===== src/rtl/mem_access_master.sv =====
// Sequences one 16/32-bit load/store into one or two single-cycle word accesses.
// Accept-to-response: 2 cycles narrow, 3 wide, 1 out-of-range; req_ready low while busy, response held until rsp_ready.
module mem_access_master #(
  parameter int unsigned MEM_SIZE = 1024
) (
  input  logic        clk,
  input  logic        reset,
  input  logic        req_valid,
  output logic        req_ready,
  input  logic        req_write,
  input  logic        req_wide,
  input  logic [31:0] req_addr,
  input  logic [31:0] req_wdata,
  output logic        rsp_valid,
  input  logic        rsp_ready,
  output logic [31:0] rsp_rdata,
  output logic        rsp_err,
  output logic [31:0] mem_addr,
  output logic [15:0] mem_wdata,
  output logic        mem_read,
  output logic        mem_write,
  input  logic [15:0] mem_rdata
);

  localparam logic [31:0] MEM_LIMIT = 32'(MEM_SIZE);

  typedef enum logic [1:0] {
    IDLE,
    ACC_LO,
    ACC_HI,
    RESP
  } state_t;

  state_t      state_q;
  state_t      state_d;
  logic        write_q;
  logic        wide_q;
  logic        err_q;
  logic [31:0] addr_q;
  logic [31:0] wdata_q;
  logic [31:0] rdata_q;
  logic [31:0] addr_hi;
  logic        out_of_range;

  assign addr_hi = addr_q + 32'd1;

  // The first term also covers req_addr+1 wrapping to zero at the top of the address space.
  assign out_of_range = (req_addr >= MEM_LIMIT) ||
                        (req_wide && ((req_addr + 32'd1) >= MEM_LIMIT));

  always_ff @(posedge clk) begin
    if (reset) begin
      state_q <= IDLE;
    end else begin
      state_q <= state_d;
    end
  end

  always_ff @(posedge clk) begin
    if (reset) begin
      write_q <= 1'b0;
      wide_q  <= 1'b0;
      err_q   <= 1'b0;
      addr_q  <= 32'd0;
      wdata_q <= 32'd0;
      rdata_q <= 32'd0;
    end else begin
      case (state_q)
        IDLE: begin
          if (req_valid) begin
            write_q <= req_write;
            wide_q  <= req_wide;
            addr_q  <= req_addr;
            wdata_q <= req_wdata;
            err_q   <= out_of_range;
            rdata_q <= 32'd0;
          end
        end
        ACC_LO: begin
          if (!write_q) begin
            rdata_q[15:0] <= mem_rdata;
          end
        end
        ACC_HI: begin
          if (!write_q) begin
            rdata_q[31:16] <= mem_rdata;
          end
        end
        default: begin
        end
      endcase
    end
  end

  // Everything is gated by reset so no strobe escapes in the reset cycle.
  always_comb begin
    state_d   = state_q;
    req_ready = 1'b0;
    rsp_valid = 1'b0;
    rsp_rdata = 32'd0;
    rsp_err   = 1'b0;
    mem_addr  = 32'd0;
    mem_wdata = 16'd0;
    mem_read  = 1'b0;
    mem_write = 1'b0;
    if (!reset) begin
      case (state_q)
        IDLE: begin
          req_ready = 1'b1;
          if (req_valid) begin
            state_d = out_of_range ? RESP : ACC_LO;
          end
        end
        ACC_LO: begin
          mem_addr  = addr_q;
          mem_read  = !write_q;
          mem_write = write_q;
          if (write_q) begin
            mem_wdata = wdata_q[15:0];
          end
          state_d = wide_q ? ACC_HI : RESP;
        end
        ACC_HI: begin
          mem_addr  = addr_hi;
          mem_read  = !write_q;
          mem_write = write_q;
          if (write_q) begin
            mem_wdata = wdata_q[31:16];
          end
          state_d = RESP;
        end
        RESP: begin
          rsp_valid = 1'b1;
          rsp_rdata = rdata_q;
          rsp_err   = err_q;
          if (rsp_ready) begin
            state_d = IDLE;
          end
        end
        default: begin
          state_d = IDLE;
        end
      endcase
    end
  end

endmodule

===== config.mk =====
export PLATFORM = sky130hd
export DESIGN_NAME = mem_access_master
export DESIGN_NICKNAME = d
export VERILOG_FILES = /design/src/rtl/mem_access_master.sv
export SDC_FILE = /design/constraint.sdc
export NUM_CORES = 1
export LEC_CHECK = 0
export ABC_AREA = 0
export BUFFER_PORTS_ARGS = -buffer_cell sky130_fd_sc_hd__buf_2
export CORE_ASPECT_RATIO = 0.6
export CORE_UTILIZATION = 45
export CTS_CLUSTER_SIZE = 30
export DETAILED_ROUTE_END_ITERATION = 8
export PLACE_DENSITY = 0.72
export SYNTH_ARGS = -nofsm -noshare
export SYNTH_HDL_FRONTEND = slang
export SYNTH_SLANG_ARGS = --single-unit

===== constraint.sdc =====
create_clock -name clk -period 2.46 [get_ports clk]
set_input_delay 0.246 -clock clk [delete_from_list [all_inputs] [get_ports clk]]
set_output_delay 0.246 -clock clk [all_outputs]
set_load 0.005 [all_outputs]

# ---- Word-level counts from Yosys, hierarchy flattened
# Cells that the tools add are included.
dict set report totals {
  elab_cells 57
  memories 0
  ramBits 0
  regBits 101
  in_bits 86
  mem_bits_ro 0
  latch_bits 0
}
dict set report classes {
  n_shift 0
  muxes 27
  n_lt_le_gt_ge 2
  n_eq_ne 7
  addsub 2
  n_reduce_logical 11
  n_bitwise 0
  div 0
  multipliers 0
}
# op n
set ops {}
lappend ops {{two-way mux 32 bit} 4}
lappend ops {{one-hot mux 16 bit (2 select lines)} 3}
lappend ops {{adder 32 x 1 -> 32 bit (second input constant)} 2}
lappend ops {{>= comparator 32 x 11 -> 1 bit (second input constant)} 2}
lappend ops {{two-way mux 16 bit} 4}
lappend ops {{one-hot mux 32 bit (2 select lines)} 1}
lappend ops {{two-way mux 1 bit} 11}
lappend ops {{inequality test 2 bit (second input constant)} 4}
lappend ops {{one-hot mux 2 bit (4 select lines)} 1}
lappend ops {{two-way mux 2 bit} 3}
lappend ops {{AND reduction 3 bit} 2}
lappend ops {{== test 2 bit (second input constant)} 2}
lappend ops {{AND reduction 2 bit} 2}
lappend ops {{nonzero test 2 bit} 2}
lappend ops {{== test 2 x 1 -> 1 bit (second input constant)} 1}
lappend ops {{zero test 2 bit} 1}
lappend ops {{OR reduction 2 bit} 1}
lappend ops {{logical AND 1 bit} 1}
lappend ops {{zero test 1 bit} 1}
lappend ops {{logical OR 1 bit} 1}

# ---- Depth between registers and ports, before layout
# Gate-level depths: netlist of run 1.
dict set report logic_depth {
  ltp_word 7
  depth_mapped 10
  ltp_nobuf 7
}

# ---- Worst setup path after synthesis of run 1
# No wires, ideal clock.
dict set report synth_path {
  path_kind {register to output}
  startpoint {register addr_q[0]}
  endpoint {output port mem_addr[28]}
  t_arrival_ps 1832
  path_buffers 0
  required_ps 2214
  setup_slack_ps 382
  path_stages_with_launch 7
  cell_sequence {dfxtp_1 > ha_1 > nand3_2 > nor4_4 > nand4_2 > or4_1 > nand3_1}
}
dict set report synth_between {
  elab_chain_cells 3
}
# item line_no
set synth_rtl {}
lappend synth_rtl {{start, declared} 39} ;# logic [31:0] addr_q;
lappend synth_rtl {{start signal, assigned} 73} ;# addr_q <= req_addr;
lappend synth_rtl {{adder 32 x 1 -> 32 bit} 45} ;# assign addr_hi = addr_q + 32'd1;
lappend synth_rtl {{one-hot mux 32 bit (2 select lines)} 107} ;# case (state_q)
lappend synth_rtl {{two-way mux 32 bit} 106} ;# if (!reset) begin
lappend synth_rtl {{end, declared} 18} ;# output logic [31:0] mem_addr,
# No other way between the ends.

# ---- Worst setup path in the final report of run 1
dict set report layout_path {
  startpoint {register addr_q[2]}
  endpoint {output port mem_addr[14]}
}
# Same word-level chain as after synthesis.

==> results.sh, run 1 <==
export IMPL_dr_first_iter_drc_count=490
export IMPL_final_min_period_over_clock_period=0.9870
export IMPL_total_setup_violations_reported_at_the_end_of_the_flow=0
export IMPL_yosysUniqueCellTypes=57
export IMPL_groute_layer_met2_usage=0.3725
export IMPL_overall_die_height_um=86.27
export IMPL_areaGrowthSynthToFinish_pct=26.92
export IMPL_clock_sinks=101
export IMPL_path_clk_slew_ns=0.07
export IMPL_layout_min_cycle_time_ns=2.428
export IMPL_total_clock_buffers_created_by_cts=9
export IMPL_syn_inst=744
export IMPL_synth_cell_area_sq_mm=0.005326
export IMPL_number_of_global_route_vias_before_repair=5014
export IMPL_yosysSeqAreaShare=0.3796
export IMPL_area_sequential_sq_mm=0.002052
export IMPL_ys_dominant_reg_cell="sky130_fd_sc_hd__dfxtp_1"
export IMPL_remaining_drcs=0
export IMPL_layout_cells_most_common="sky130_fd_sc_hd__nand2_1"
export IMPL_routed_wire_length_per_instance_um=15.10
export IMPL_crit_required_ns=2.21
export IMPL_grt_most_used_layer="met1"
export IMPL_drv_max_cap_violation_count=0
export IMPL_io_pins=171
export IMPL_placement_io_buffers=170
export IMPL_timing_max_transition_violations_final=0
export IMPL_ys_seq_elements=101
export IMPL_outcome="finished, final reports clean"
export IMPL_detailed_place_hpwl_um=10950
export IMPL_syn_mean_instance_area_sq_um=7.159
export IMPL_cts_htree_levels=3
export IMPL_fmax_mhz=411.9
export IMPL_antenna_violating_nets_post_route=0
export IMPL_synth_net_count=836
export IMPL_placed_cell_area_sq_mm=0.006286
export IMPL_postLayoutCellArea_sq_mm=0.006760
export IMPL_worst_endpoint_arrival_ns=2.18
export IMPL_postSynth_asyncResetShare=0
export IMPL_groute_layer_met1_usage=0.3800
export IMPL_worstHoldPathType="in -> reg"
export IMPL_initial_utilization=0.4668
export IMPL_core_rowCount=30
export IMPL_via_count=5737
export IMPL_route_final_wire_length_um=16030
export IMPL_worstPathMaxFanout=7
export IMPL_detail_route_vias_per_cell=5.407
export IMPL_cts_root_buf="sky130_fd_sc_hd__clkbuf_16"
export IMPL_worst_clock_skew_ns=0.01390
export IMPL_tritoncts="yes"
export IMPL_place_congestion=0.8676
export IMPL_rsz_0062_raised_after_global_routing="yes"
export IMPL_slew_limit_headroom=0.1787
export IMPL_cellLeakagePower_nw=2.768
export IMPL_pin_count_of_the_biggest_net_entering_global_routing=105
export IMPL_tightest_slew_ns=1.224
export IMPL_grt_overflow=0
export IMPL_layout_drive_gt1_share=0.2889
export IMPL_finish_net_count=987
export IMPL_mostFrequentLayoutCells="193 x sky130_fd_sc_hd__nand2_1, 169 x sky130_fd_sc_hd__buf_2, 113 x sky130_fd_sc_hd__a21oi_1"
export IMPL_placed_cells=1038
export IMPL_total_power_per_unit_cell_area_mw_per_mm2=841.4
export IMPL_chipWidth_um=142.5
export IMPL_synth_edff_count=0
export IMPL_clkLatencyLatePin_ns=0.35
export IMPL_element_type_at_the_critical_path_end="primary output"
export IMPL_critical_path_class="reg -> out"
export IMPL_post_layout_nonfiller_instances=1061
export IMPL_grtUsageTotal=0.2614
export IMPL_clock_tree_buffer_depth=2
export IMPL_die_area_sq_mm=0.01229
export IMPL_cp_start_kind="flop"
export IMPL_grt_antenna_before_repair=1
export IMPL_vdd_ir_drop_worst_mv=0.6552
export IMPL_post_cts_hold_buffer_count=0
export IMPL_finalHoldViolations=0
export IMPL_synth_yosys_warnings=0
export IMPL_use_met3=0.08066
export IMPL_multi_input_comb_area_sq_mm=0.003073
export IMPL_fillerInstances=1124
export IMPL_grt_pass1_wl_um=25450
export IMPL_core_area_sq_mm=0.01141
export IMPL_drt_pass1_iter_count=5
==> sequential cells by signal (all words and copies together), names as in the netlist <==
signal,cells
addr_q,32
rdata_q,32
wdata_q,32
state_q,2
err_q,1
wide_q,1
write_q,1
==> through the flow <==
| step | setup WS (ns) | hold slack, ns | TNS (ns) | power, W | utilization |
|---|---|---|---|---|---|
| floorplan | 0.3822 | 0.3820 | 0 | 0.003514 | - |
| finish | 0.03202 | 0.1351 | 0 | 0.005688 | 0.5924 |
| CTS | 0.0003539 | 0.1222 | 0 | 0.005583 | 0.5809 |
| global route | -0.07016 | 0.1206 | -0.2432 | 0.006067 | 0.5922 |
| detailed placement | 0.09211 | 0.4396 | 0 | 0.004166 | 0.5509 |
| global placement | 0.1402 | 0.4351 | 0 | 0.004146 | 0.5509 |
==> layer usage <==
layer,wire length [um],vias up
met4,136,0
met1,7834,2675
met5,0,-
met2,6791,190
met3,1262,12
li1,-,2860
==> cell type report <==
cell class | count | share of cell area
Sequential cell | 101 | 0.3035
Antenna cell | 1 | 0.0003702
Timing Repair Buffer | 199 | 0.1632
Clock inverter | 7 | 0.009254
Inverter | 11 | 0.006108
Tap cell | 160 | 0.02961
Multi-Input combinational cell | 573 | 0.4546
Clock buffer | 9 | 0.03331
==> timing repair <==
| item | in CTS | in global routing |
|---|---|---|
| gates cloned | 0 | 0 |
| buffers inserted | 1 | 5 |
| resized for setup | 18 | 27 |
| setup endpoints to repair | 10 | 19 |
| pin swaps | 1 | 5 |
==> power by group <==
| part | switching, W | leakage [nW] | total (W) | internal [W] |
|---|---|---|---|---|
| logic | 0.00136 | 1.79 | 0.00209 | 0.000733 |
| clock network | 0.000677 | 0.145 | 0.00139 | 0.000712 |
| registers | 0.000256 | 0.833 | 0.00221 | 0.00195 |
| total | 0.00229 | 2.77 | 0.00569 | 0.00340 |
==> critical path, cell delays in order (launching register included) <==
cell and delay (ns):
sky130_fd_sc_hd__dfxtp_2 0.41, sky130_fd_sc_hd__nand3_2 0.17, sky130_fd_sc_hd__or3_4 0.47, sky130_fd_sc_hd__nor4_4 0.31
sky130_fd_sc_hd__o21ai_0 0.13, sky130_fd_sc_hd__a21bo_2 0.23, sky130_fd_sc_hd__buf_2 0.12
==> synth_stat cells (all sizes together), types with 2 or more instances <==
cell type  count  area [sq um]
nand2        195         732.0
a21oi        113         565.5
dfxtp        101          2022
nand3         49         255.3
clkbuf        46         182.7
and2          39         245.2
nor2          39         151.4
o21ai         27         135.1
a22oi         17         127.6
nand4         17         112.6
buf           12         80.07
inv           10         37.54
nor4          10         96.35
a31oi          6         37.54
ha             6         75.07
nor2b          5         31.28
nand3b         4         30.03
nor3           4         20.02
xor2           4         35.03
a211oi         3         22.52
a311oi         3         26.28
and3           3         18.77
o311ai         3         26.28
a221oi         2         17.52
nand2b         2         12.51
o211ai         2         15.01
o41ai          2         17.52
or3            2         17.52
or4            2         15.01
==> cells by family (layout without fill, tap and decap cells) <==
family / count (synthesis) / count (layout) / share of synthesized area
AO/OA/AOI/OAI: 184 / 184 / 0.1962
XOR/XNOR: 5 / 5 / 0.008221
adder cells (fa/ha/maj): 6 / 6 / 0.01409
buffers and inverters: 70 / 226 / 0.06319
flip-flops: 101 / 101 / 0.3796
multiplexers: 2 / 2 / 0.003993
other: 0 / 1 / 0
AND/OR/NAND/NOR: 376 / 376 / 0.3347
==> path summary, 6_finish.rpt <==
| path | from | end | slack (ns) | depth (start not counted) |
|---|---|---|---|---|
| max | addr_q[2] | mem_addr[14] | 0.03 | 6 |
| min | req_wdata[4] | wdata_q[4] | 0.14 | 3 |
| max reg2reg | state_q[0] | rdata_q[0] | 0.30 | 7 |
| min reg2reg | rdata_q[5] | rdata_q[5] | 0.45 | 2 |
Power figures use the tool's default switching activity.
==> run 2, diff against run 1 <==
--- a/config.mk
+++ b/config.mk
@@ -7,11 +7,14 @@
 export LEC_CHECK = 0
 export ABC_AREA = 0
 export BUFFER_PORTS_ARGS = -buffer_cell sky130_fd_sc_hd__buf_2
+export CELL_PAD_IN_SITES_DETAIL_PLACEMENT = 1
+export CELL_PAD_IN_SITES_GLOBAL_PLACEMENT = 1
 export CORE_ASPECT_RATIO = 0.6
-export CORE_UTILIZATION = 45
+export CORE_UTILIZATION = 36
 export CTS_CLUSTER_SIZE = 30
 export DETAILED_ROUTE_END_ITERATION = 8
-export PLACE_DENSITY = 0.72
+export PLACE_DENSITY = 0.81
 export SYNTH_ARGS = -nofsm -noshare
 export SYNTH_HDL_FRONTEND = slang
 export SYNTH_SLANG_ARGS = --single-unit
+export TNS_END_PERCENT = 1
==> run 2 against run 1 <==
  * The flow now finishes with violations (setup timing)
  * Non-clock buffer count down 1
  * Clock power up 3%
  * Sequential share of layout area down 0.22 points
  * Flip-flop and latch count unchanged
  * Combinational power about the same
  * Clock skew down 0.0025 ns
  * Power up 1.4%
  * Critical path type unchanged
  * Highest routed layer unchanged
==> results.sh, run 2 (synthesized netlist as in run 1, its figures left out) <==
export IMPL_route_final_wire_length_um=18430
export IMPL_cts_root_buf="sky130_fd_sc_hd__clkbuf_16"
export IMPL_clkLatencyLatePin_ns=0.35
export IMPL_initial_utilization=0.3683
export IMPL_tightest_slew_ns=0.7572
export IMPL_grt_antenna_before_repair=0
export IMPL_cts_htree_levels=3
export IMPL_core_area_sq_mm=0.01446
export IMPL_final_min_period_over_clock_period=1.013
export IMPL_cp_start_kind="flop"
export IMPL_reg_largest_list="addr_q: 32 flops, rdata_q: 32 flops, wdata_q: 32 flops"
export IMPL_grt_pass1_wl_um=28840
export IMPL_number_of_global_route_vias_before_repair=5446
export IMPL_hold_path_endpoint="wdata_q[9]"
export IMPL_remaining_drcs=0
export IMPL_power_switching_share=0.4114
export IMPL_clock_power_share=0.247
export IMPL_drt_pass1_iter_count=4
export IMPL_element_type_at_the_critical_path_end="primary output"
export IMPL_io_pins=171
export IMPL_areaGrowthSynthToFinish_pct=27.39
export IMPL_tritoncts="yes"
export IMPL_r2r_end="rdata_q[31]"
export IMPL_slew_limit_headroom=0.4952
export IMPL_cellLeakagePower_nw=2.765
export IMPL_detail_route_vias_per_cell=5.331
export IMPL_layout_drive_gt1_share=0.2848
export IMPL_crit_reg2reg_launch="state_q[1]"
export IMPL_critical_path_cell_chain="nand3_2, or3_4, nor4_4, o21ai_0, a21bo_2, buf_2"
export IMPL_pin_count_of_the_biggest_net_entering_global_routing=72
export IMPL_worstHoldPathType="in -> reg"
export IMPL_layout_cells_most_common="sky130_fd_sc_hd__nand2_1"
export IMPL_antenna_violating_nets_post_route=0
export IMPL_max_stage_delay_ns=0.48
export IMPL_reg2regPathDepth=7
export IMPL_clock_tree_buffer_depth=2
export IMPL_place_congestion=0.8518
export IMPL_grt_overflow=0
export IMPL_core_rowCount=34
export IMPL_worst_clock_skew_ns=0.01137
export IMPL_fmax_mhz=401.2
export IMPL_worst_hold_slack_ns=0.1257
export IMPL_p_int_w=0.003396
export IMPL_final_core_util=0.4691
export IMPL_sequential_share_of_power=0.385
export IMPL_hold_path_depth=3
export IMPL_path_clk_slew_ns=0.08
export IMPL_rsz_0062_raised_after_global_routing="yes"
export IMPL_critical_path_class="reg -> out"
export IMPL_layout_min_cycle_time_ns=2.493
export IMPL_chipWidth_um=159.0
export IMPL_dr_first_iter_drc_count=347
export IMPL_setup_reg_to_reg_worst_slack_ns=0.52
export IMPL_power_share_combinational=0.368
export IMPL_n_antenna_cell=0
export IMPL_drv_max_cap_violation_count=0
export IMPL_placement_io_buffers=170
export IMPL_post_cts_hold_buffer_count=0
export IMPL_routed_wire_length_per_instance_um=16.80
export IMPL_finalHoldViolations=0
export IMPL_total_clock_buffers_created_by_cts=9
export IMPL_via_count=5848
export IMPL_total_setup_violations_reported_at_the_end_of_the_flow=3
export IMPL_p_sw_w=0.002374
export IMPL_total_power_per_unit_cell_area_mw_per_mm2=850.4
export IMPL_clock_sinks=101
export IMPL_vdd_ir_drop_worst_mv=0.4579
export IMPL_die_area_sq_mm=0.01530
export IMPL_postLayoutCellArea_sq_mm=0.006785
export IMPL_detailed_place_hpwl_um=13360
export IMPL_timing_max_transition_violations_final=0
export IMPL_fillerInstances=1901
export IMPL_mostFrequentLayoutCells="193 x sky130_fd_sc_hd__nand2_1, 169 x sky130_fd_sc_hd__buf_2, 113 x sky130_fd_sc_hd__a21oi_1"
export IMPL_outcome="finished with violations"
export IMPL_timing_hold_worst_start="req_wdata[9]"
export IMPL_finish_net_count=986
export IMPL_crit_slowest_cell="sky130_fd_sc_hd__or3_4"
export IMPL_overall_die_height_um=96.22
export IMPL_setup_slack_ns=-0.03253
export IMPL_placed_cell_area_sq_mm=0.006379
export IMPL_failing_checks="setup timing"
export IMPL_worst_endpoint_arrival_ns=2.25
export IMPL_crit_required_ns=2.21
export IMPL_grtUsageTotal=0.2393
export IMPL_worstPathMaxFanout=7
run 2: layout make-up:
cell class,count,area (sq um),share of cell area
multi-input cells,573,3049,0.4494
flip-flops and latches,101,2044,0.3013
repair buffers,198,1109,0.1634
well taps,198,247.7,0.03651
clock buffers,10,229.0,0.03375
clock inverters,6,65.06,0.009589
inverters,11,41.29,0.006085
run 2: worst max-delay path: cells and delay by family (launching register included):
family | cells | cell delay, ns
buffers and inverters | 1 | 0.12
flip-flops | 1 | 0.45
AO/OA/AOI/OAI | 2 | 0.34
AND/OR/NAND/NOR | 3 | 0.99
run 2: worst max-delay path by stage:
stage                           from           end  depth (start not counted)
final                      addr_q[3]  mem_addr[14]                          6
after global routing       addr_q[1]  mem_addr[14]                          7
after CTS                  addr_q[3]  mem_addr[14]                          6
after detailed placement  state_q[0]   rdata_q[22]                          7
after global placement     addr_q[1]  mem_addr[28]                          7
after floorplan            addr_q[0]  mem_addr[28]                          6
run 2: power by group through the flow:
stage	clock, W	combinational, W	sequential, W
after floorplan	0	0.00138	0.00213
after global placement	0	0.00204	0.00222
after detailed placement	0	0.00207	0.00223
after CTS	0.00146	0.00210	0.00220
after global routing	0.00153	0.00237	0.00227
final	0.00143	0.00212	0.00222
run 2: what timing repair did:
item	CTS	global route
resized for setup	16	26
setup endpoints to repair	24	70
buffers inserted	1	0
pin swaps	4	3
run 2: metrics by stage:
stage	total power [W]	std cells	setup TNS (ns)	worst slack (ns)
3_3_place_gp	0.004253	1080	0	0.2297
5_1_grt	0.006166	1097	-0.7905	-0.1344
2_1_floorplan	0.003514	744	0	0.3822
4_1_cts	0.005756	1097	-0.03111	-0.02405
3_5_place_dp	0.004304	1080	0	0.1225
6_report	0.005770	1097	-0.05612	-0.03253
run 2: metal layers:
metal | routed length [um] | vias to the layer above | global-route usage
met3 | 1144 | 13 | 0.06247
met5 | 0 | - | 0
met1 | 9112 | 2822 | 0.3352
met2 | 7960 | 156 | 0.3615
li1 | - | 2857 | -
met4 | 210 | 0 | 0.06490
